File: src/rtl/imm_ext_pipe_pkg.sv
// Shared definitions for the immediate extender: select encodings and
// the illegal-select predicate.
package imm_pkg;

  localparam logic [2:0] IMM_I = 3'b000;
  localparam logic [2:0] IMM_S = 3'b001;
  localparam logic [2:0] IMM_B = 3'b010;
  localparam logic [2:0] IMM_J = 3'b011;
  localparam logic [2:0] IMM_U = 3'b100;
  localparam logic [2:0] IMM_Z = 3'b101;

  // Codes 110 and 111 are unassigned.
  function automatic logic is_illegal_immsrc(input logic [2:0] immsrc);
    return immsrc[2] & immsrc[1];
  endfunction

endpackage

File: src/rtl/imm_ext_pipe_if.sv
// Handshake bundle for the immediate extender: request side, result side,
// flush and the illegal-select counter.
interface imm_ext_pipe_if #(
  parameter int XLEN  = 32,
  parameter int TAG_W = 5,
  parameter int CNT_W = 8
);
  logic              flush;
  logic              in_valid;
  logic              in_ready;
  logic [31:7]       in_instr;
  logic [2:0]        in_immsrc;
  logic [TAG_W-1:0]  in_tag;
  logic              out_valid;
  logic              out_ready;
  logic [XLEN-1:0]   out_immext;
  logic              out_illegal;
  logic [TAG_W-1:0]  out_tag;
  logic [CNT_W-1:0]  illegal_cnt;

  // The block itself
  modport slave (
    input  flush, in_valid, in_instr, in_immsrc, in_tag, out_ready,
    output in_ready, out_valid, out_immext, out_illegal, out_tag, illegal_cnt
  );

  // Upstream/downstream environment
  modport master (
    output flush, in_valid, in_instr, in_immsrc, in_tag, out_ready,
    input  in_ready, out_valid, out_immext, out_illegal, out_tag, illegal_cnt
  );
endinterface

File: src/rtl/imm_ext_pipe_decode.sv
// Combinational immediate decode: instr[31:7] + select -> XLEN immediate.
module imm_decode
  import imm_pkg::*;
#(
  parameter int XLEN = 32
) (
  input  logic [31:7]     i_instr,
  input  logic [2:0]      i_immsrc,
  output logic [XLEN-1:0] o_immext,
  output logic            o_illegal
);

  logic        w_s;
  logic [31:0] w_u;

  assign w_s = i_instr[31];
  // U-type built at 32 bits; the signed cast below widens it from bit 31
  // when XLEN is 64 and is a no-op at XLEN 32.
  assign w_u = {i_instr[31:12], 12'b0};

  // Select and assemble the immediate; illegal codes yield zero.
  always_comb begin
    o_immext  = '0;
    o_illegal = is_illegal_immsrc(i_immsrc);
    case (i_immsrc)
      IMM_I:   o_immext = {{(XLEN-12){w_s}}, i_instr[31:20]};
      IMM_S:   o_immext = {{(XLEN-12){w_s}}, i_instr[31:25], i_instr[11:7]};
      IMM_B:   o_immext = {{(XLEN-12){w_s}}, i_instr[7], i_instr[30:25],
                           i_instr[11:8], 1'b0};
      IMM_J:   o_immext = {{(XLEN-20){w_s}}, i_instr[19:12], i_instr[20],
                           i_instr[30:21], 1'b0};
      IMM_U:   o_immext = XLEN'($signed(w_u));
      IMM_Z:   o_immext = XLEN'(i_instr[19:15]);
      default: o_immext = '0;
    endcase
  end

endmodule

File: src/rtl/imm_ext_pipe.sv
// Pipelined immediate extender: decode on the input side, one output
// register stage backed by a one-entry skid buffer, illegal-select counter.
module imm_ext_pipe
  import imm_pkg::*;
#(
  parameter int XLEN  = 32,
  parameter int TAG_W = 5,
  parameter int CNT_W = 8
) (
  input  logic         clk,
  input  logic         reset,
  imm_ext_pipe_if.slave bus
);

  logic [XLEN-1:0]  w_dec_immext;
  logic             w_dec_illegal;
  logic             w_accept;
  logic             w_drain;
  logic             w_load_out;

  logic             r_out_valid;
  logic [XLEN-1:0]  r_out_immext;
  logic             r_out_illegal;
  logic [TAG_W-1:0] r_out_tag;

  logic             r_skid_valid;
  logic [XLEN-1:0]  r_skid_immext;
  logic             r_skid_illegal;
  logic [TAG_W-1:0] r_skid_tag;

  logic [CNT_W-1:0] r_illegal_cnt;

  imm_decode #(.XLEN(XLEN)) u_dec (
    .i_instr   (bus.in_instr),
    .i_immsrc  (bus.in_immsrc),
    .o_immext  (w_dec_immext),
    .o_illegal (w_dec_illegal)
  );

  assign w_accept   = bus.in_valid & ~r_skid_valid;
  assign w_drain    = r_out_valid & bus.out_ready;
  // Output stage takes new data whenever it is empty or emptying.
  assign w_load_out = ~r_out_valid | w_drain;

  // Output-stage register: skid entry has priority over a fresh result.
  always_ff @(posedge clk or posedge reset) begin
    if (reset) begin
      r_out_valid   <= 1'b0;
      r_out_immext  <= '0;
      r_out_illegal <= 1'b0;
      r_out_tag     <= '0;
    end else if (bus.flush) begin
      r_out_valid <= 1'b0;
    end else if (w_load_out) begin
      r_out_valid <= r_skid_valid | w_accept;
      if (r_skid_valid) begin
        r_out_immext  <= r_skid_immext;
        r_out_illegal <= r_skid_illegal;
        r_out_tag     <= r_skid_tag;
      end else if (w_accept) begin
        r_out_immext  <= w_dec_immext;
        r_out_illegal <= w_dec_illegal;
        r_out_tag     <= bus.in_tag;
      end
    end
  end

  // Skid register: catches an accept while the output stage is stalled,
  // empties as soon as the output stage drains into it.
  always_ff @(posedge clk or posedge reset) begin
    if (reset) begin
      r_skid_valid   <= 1'b0;
      r_skid_immext  <= '0;
      r_skid_illegal <= 1'b0;
      r_skid_tag     <= '0;
    end else if (bus.flush) begin
      r_skid_valid <= 1'b0;
    end else if (w_load_out) begin
      r_skid_valid <= 1'b0;
    end else if (w_accept) begin
      r_skid_valid   <= 1'b1;
      r_skid_immext  <= w_dec_immext;
      r_skid_illegal <= w_dec_illegal;
      r_skid_tag     <= bus.in_tag;
    end
  end

  // Saturating count of accepted illegal selects; flushed accepts don't count.
  always_ff @(posedge clk or posedge reset) begin
    if (reset)
      r_illegal_cnt <= '0;
    else if (w_accept && !bus.flush && w_dec_illegal && (r_illegal_cnt != '1))
      r_illegal_cnt <= r_illegal_cnt + 1'b1;
  end

  assign bus.in_ready    = ~r_skid_valid;
  assign bus.out_valid   = r_out_valid;
  assign bus.out_immext  = r_out_immext;
  assign bus.out_illegal = r_out_illegal;
  assign bus.out_tag     = r_out_tag;
  assign bus.illegal_cnt = r_illegal_cnt;

endmodule

File: src/flat_wrapper.sv
// flat-port wrapper written by rule: the top's interface ports become plain ports
module imm_ext_pipe_flat import imm_pkg::*;
#(
  parameter int XLEN  = 32,
  parameter int TAG_W = 5,
  parameter int CNT_W = 8
)
  (clk, reset, bus_flush, bus_in_valid, bus_in_instr, bus_in_immsrc, bus_in_tag, bus_out_ready, bus_in_ready, bus_out_valid, bus_out_immext, bus_out_illegal, bus_out_tag, bus_illegal_cnt);
  imm_ext_pipe_if #(.XLEN(XLEN), .TAG_W(TAG_W), .CNT_W(CNT_W)) bus_i ();
  input  logic clk;
  input  logic reset;
  input wire logic [$bits(bus_i.flush)-1:0] bus_flush;
  input wire logic [$bits(bus_i.in_valid)-1:0] bus_in_valid;
  input wire logic [$bits(bus_i.in_instr)-1:0] bus_in_instr;
  input wire logic [$bits(bus_i.in_immsrc)-1:0] bus_in_immsrc;
  input wire logic [$bits(bus_i.in_tag)-1:0] bus_in_tag;
  input wire logic [$bits(bus_i.out_ready)-1:0] bus_out_ready;
  output wire logic [$bits(bus_i.in_ready)-1:0] bus_in_ready;
  output wire logic [$bits(bus_i.out_valid)-1:0] bus_out_valid;
  output wire logic [$bits(bus_i.out_immext)-1:0] bus_out_immext;
  output wire logic [$bits(bus_i.out_illegal)-1:0] bus_out_illegal;
  output wire logic [$bits(bus_i.out_tag)-1:0] bus_out_tag;
  output wire logic [$bits(bus_i.illegal_cnt)-1:0] bus_illegal_cnt;
  assign bus_i.flush = bus_flush;
  assign bus_i.in_valid = bus_in_valid;
  assign bus_i.in_instr = bus_in_instr;
  assign bus_i.in_immsrc = bus_in_immsrc;
  assign bus_i.in_tag = bus_in_tag;
  assign bus_i.out_ready = bus_out_ready;
  assign bus_in_ready = bus_i.in_ready;
  assign bus_out_valid = bus_i.out_valid;
  assign bus_out_immext = bus_i.out_immext;
  assign bus_out_illegal = bus_i.out_illegal;
  assign bus_out_tag = bus_i.out_tag;
  assign bus_illegal_cnt = bus_i.illegal_cnt;
  imm_ext_pipe #(.XLEN(XLEN), .TAG_W(TAG_W), .CNT_W(CNT_W)) u_core (.clk(clk), .reset(reset), .bus(bus_i));
endmodule
File: config.mk
export PLATFORM = sky130hd
export DESIGN_NAME = imm_ext_pipe_flat
export DESIGN_NICKNAME = d
export VERILOG_FILES = /design/src/rtl/imm_ext_pipe_pkg.sv /design/src/rtl/imm_ext_pipe_if.sv /design/src/rtl/imm_ext_pipe_decode.sv /design/src/rtl/imm_ext_pipe.sv /design/src/flat_wrapper.sv
export SDC_FILE = /design/constraint.sdc
export NUM_CORES = 1
export LEC_CHECK = 0
export BUFFER_PORTS_ARGS = -buffer_cell sky130_fd_sc_hd__buf_2
export CAP_MARGIN = 20
export CORE_MARGIN = 1.5
export CORE_UTILIZATION = 34
export DETAILED_ROUTE_END_ITERATION = 12
export SYNTH_ARGS = -nofsm -noshare
export SYNTH_HDL_FRONTEND = slang
export SYNTH_SLANG_ARGS = --single-unit
export TNS_END_PERCENT = 5
File: constraint.sdc
create_clock -name clk -period 4.49 [get_ports clk]
set_input_delay 0.898 -clock clk [delete_from_list [all_inputs] [get_ports clk]]
set_output_delay 0.898 -clock clk [all_outputs]
set_load 0.01 [all_outputs]
==> results_dict.tcl <==
set metrics [dict create \
    status "completed" \
    power_frac_seq_pct 47.8 \
    hpwl_um 6970 \
    clock_power_share_pct 33.0 \
    crit_required_ns 4.74 \
    critPathKind "input port to flip-flop" \
    track_usage_pct 16.9 \
    cts.sinks 86 \
    startpoint "bus_in_immsrc[2]" \
    p_sw_uw 622 \
    postCtsSetupBuffers 0 \
    fillers 1156 \
    finalWirelength_um 10200 \
    ys_ff_latch 86 \
    worstPathMaxFanout 17 \
    cts_root_buffer "clkbuf_16" \
    synth_fp_nets 476 \
    synthCells 437 \
    finalPower_uw 2090 \
    grt_pass1_wl_um 16900 \
    num_rows 39 \
    synthesis.area_mm2 0.00411 \
    place_congestion 0.770 \
    clk_latency_ns 0.34 \
    synth_cell_type_count 37 \
    antenna_left 0 \
    chipWidth_um 113 \
    clock.fmax_mhz 393 \
    initial_core_util_pct 35.4 \
    antenna_found_initial 0 \
    finClkSkew_ns 0.00677 \
    cp.arrival_ns 2.79 \
    critPathLaunchType "input port" \
    ios 86 \
    hold_viol_final 0 \
    cts_resized 0 \
    htreeDepth 3 \
    final_common_cell "dfrtp_1" \
    p_int_uw 1470 \
    fin_crit_ns 2.54 \
    die_height_um 113 \
    async_reset_ff_share_pct 100 \
    synth.avg_cell_area_um2 9.41 \
    worstHoldPathType "input port to async pin" \
    wl_per_cell_um 15.6 \
    maxSlewViolCount 0 \
    clk_transition_reported_paths_ns 0.06 \
    clock_path_buffers 2 \
    antennaDiodeCount 0 \
    endpoint_kind "flip-flop" \
    via_per_inst 5.29 \
    stdcell_area_mm2 0.00494 \
    grt_pass1_vias 3300 \
    setup-tns-final_ns 0 \
    slew-limit-headroom_pct 35.5 \
    dr.pass1.iters 4 \
    p_leak_uw 0.00227 \
    r2r_start "u_core.r_skid_valid$_DFFE_PP0P_" \
    final_cell_mix "dfrtp_1 (86), buf_2 (85), nand2_1 (80)" \
    seqCellArea_mm2 0.00215 \
    layout.nets 546 \
    cap_violations 0 \
    placed_area_mm2 0.00462 \
    multi_input_area_mm2 0.00181 \
    yosysWarnings 0 \
    ys.flop_type "dfrtp_1" \
    dieArea_mm2 0.0128 \
    syn2layout_area_growth_pct 20.0 \
    core_area_mm2 0.0116 \
    numPortBuffers 85 \
    finalSetupViolCount 0 \
    tritoncts.num_buffers 9 \
    pwr_density_cell_mw_per_mm2 423 \
    worst_pin_slew_ns 0.966 \
    tritoncts "built" \
    grt_max_degree 71 \
    p_comb_share_pct 19.1 \
    drive_gt1_share_pct 25.6 \
    via_count 3465 \
    holdBufCountCts 0 \
    drcViolationCount 0 \
    seq_area_frac_synth_pct 52.3 \
    irDropWorstVdd_mv 0.221 \
    synth-edff-count 0 \
    grt_setup_unrepaired "false" \
    swShare_pct 29.8 \
    fin_crit_sh_pct 56.6 \
    drt_first_iter_violations 244 \
    grt_overflow 0 \
]
==> synth_stat cells (all sizes together) (2+ instances only) <==
cell type / number / area, um2
nand2b: 8 / 50.1
clkbuf: 27 / 101
a31oi: 4 / 25.0
clkinv: 2 / 7.51
nand2: 80 / 300
a311oi: 12 / 105
o21ai: 85 / 425
buf: 7 / 46.3
or3b: 2 / 20.0
nand4: 2 / 12.5
nor2: 8 / 30.0
o22ai: 4 / 25.0
nor3: 4 / 30.0
nand3: 17 / 85.1
or2: 3 / 18.8
a21oi: 31 / 155
a211oi: 2 / 15.0
xnor2: 3 / 26.3
nor2b: 4 / 25.0
inv: 2 / 7.51
dfrtp: 86 / 2150
o211ai: 9 / 67.6
mux2: 15 / 191
mux2i: 15 / 150
==> critical path: stages <==
cell and delay, ns:
buf_2 0.19, nor2b_1 0.78, nor2b_1 0.56, a311oi_1 0.16, o211ai_1 0.19
==> power by group through the flow <==
| stage | Sequential (uW) | Combinational, uW | Clock [uW] |
|---|---|---|---|
| floorplan | 1030 | 217 | 0 |
| global placement | 1010 | 390 | 0 |
| detailed placement | 1010 | 401 | 0 |
| CTS | 1000 | 403 | 716 |
| global route | 1020 | 455 | 749 |
| finish | 999 | 399 | 690 |
==> path summary, 6_finish.rpt <==
check / to / slack (ns) / cells after the start
max in group asynchronous: u_core.r_skid_tag[2]$_DFFE_PP0P_ / 3.15 / 4
setup reg to reg: u_core.bus.out_immext[17]$_DFFE_PP0P_ / 2.16 / 5
min in group clk: u_core.bus.out_tag[1]$_DFFE_PP0P_ / 0.48 / 2
hold / removal: u_core.bus.illegal_cnt[5]$_DFFE_PP0P_ / 0.43 / 2
hold reg to reg: u_core.bus.out_tag[1]$_DFFE_PP0P_ / 0.48 / 2
setup / recovery: u_core.bus.out_immext[12]$_DFFE_PP0P_ / 1.95 / 5
==> logic make-up (layout without fill, tap and decap cells) <==
group / after synthesis / after routing / share of synthesized area (%)
flops: 86 / 86 / 52.3
compound gates: 148 / 148 / 20.1
mux: 30 / 30 / 8.30
simple gates: 131 / 131 / 14.4
fa+ha+maj: 1 / 1 / 0.304
buf+inv: 38 / 113 / 3.95
xor+xnor: 3 / 3 / 0.639
==> cell type report <==
class / count / share of cell area, %
inverters: 4 / 0.330
well taps: 143 / 3.62
clock inverters: 7 / 0.989
flip-flops and latches: 86 / 43.6
repair buffers: 93 / 10.3
multi-input cells: 313 / 36.6
clock buffers: 9 / 4.56
==> registers in the layout, summed over array words and instances (netlist names) <==
name	flops
u_core.bus.out_immext	32
u_core.r_skid_immext	32
u_core.bus.illegal_cnt	8
u_core.bus.out_tag	5
u_core.r_skid_tag	5
u_core.bus.out_illegal	1
u_core.bus.out_valid	1
u_core.r_skid_illegal	1
u_core.r_skid_valid	1
==> through the flow <==
stage	utilization [%]	instances	hold WS [ns]	worst slack (ns)
detailed placement	39.8	637	0.467	1.55
global route	42.5	655	0.434	1.72
global placement	39.8	637	0.457	1.64
floorplan	-	437	0.450	1.37
finish	42.5	655	0.431	1.95
CTS	42.2	653	0.483	1.92
==> per-layer routing <==
| metal | GRT usage, % | routed length (um) |
|---|---|---|
| met5 | 0 | 0 |
| met1 | 22.4 | 4590 |
| met2 | 27.4 | 4890 |
| met3 | 3.43 | 581 |
| met4 | 6.33 | 155 |
(Power assumes the default switching activity.)
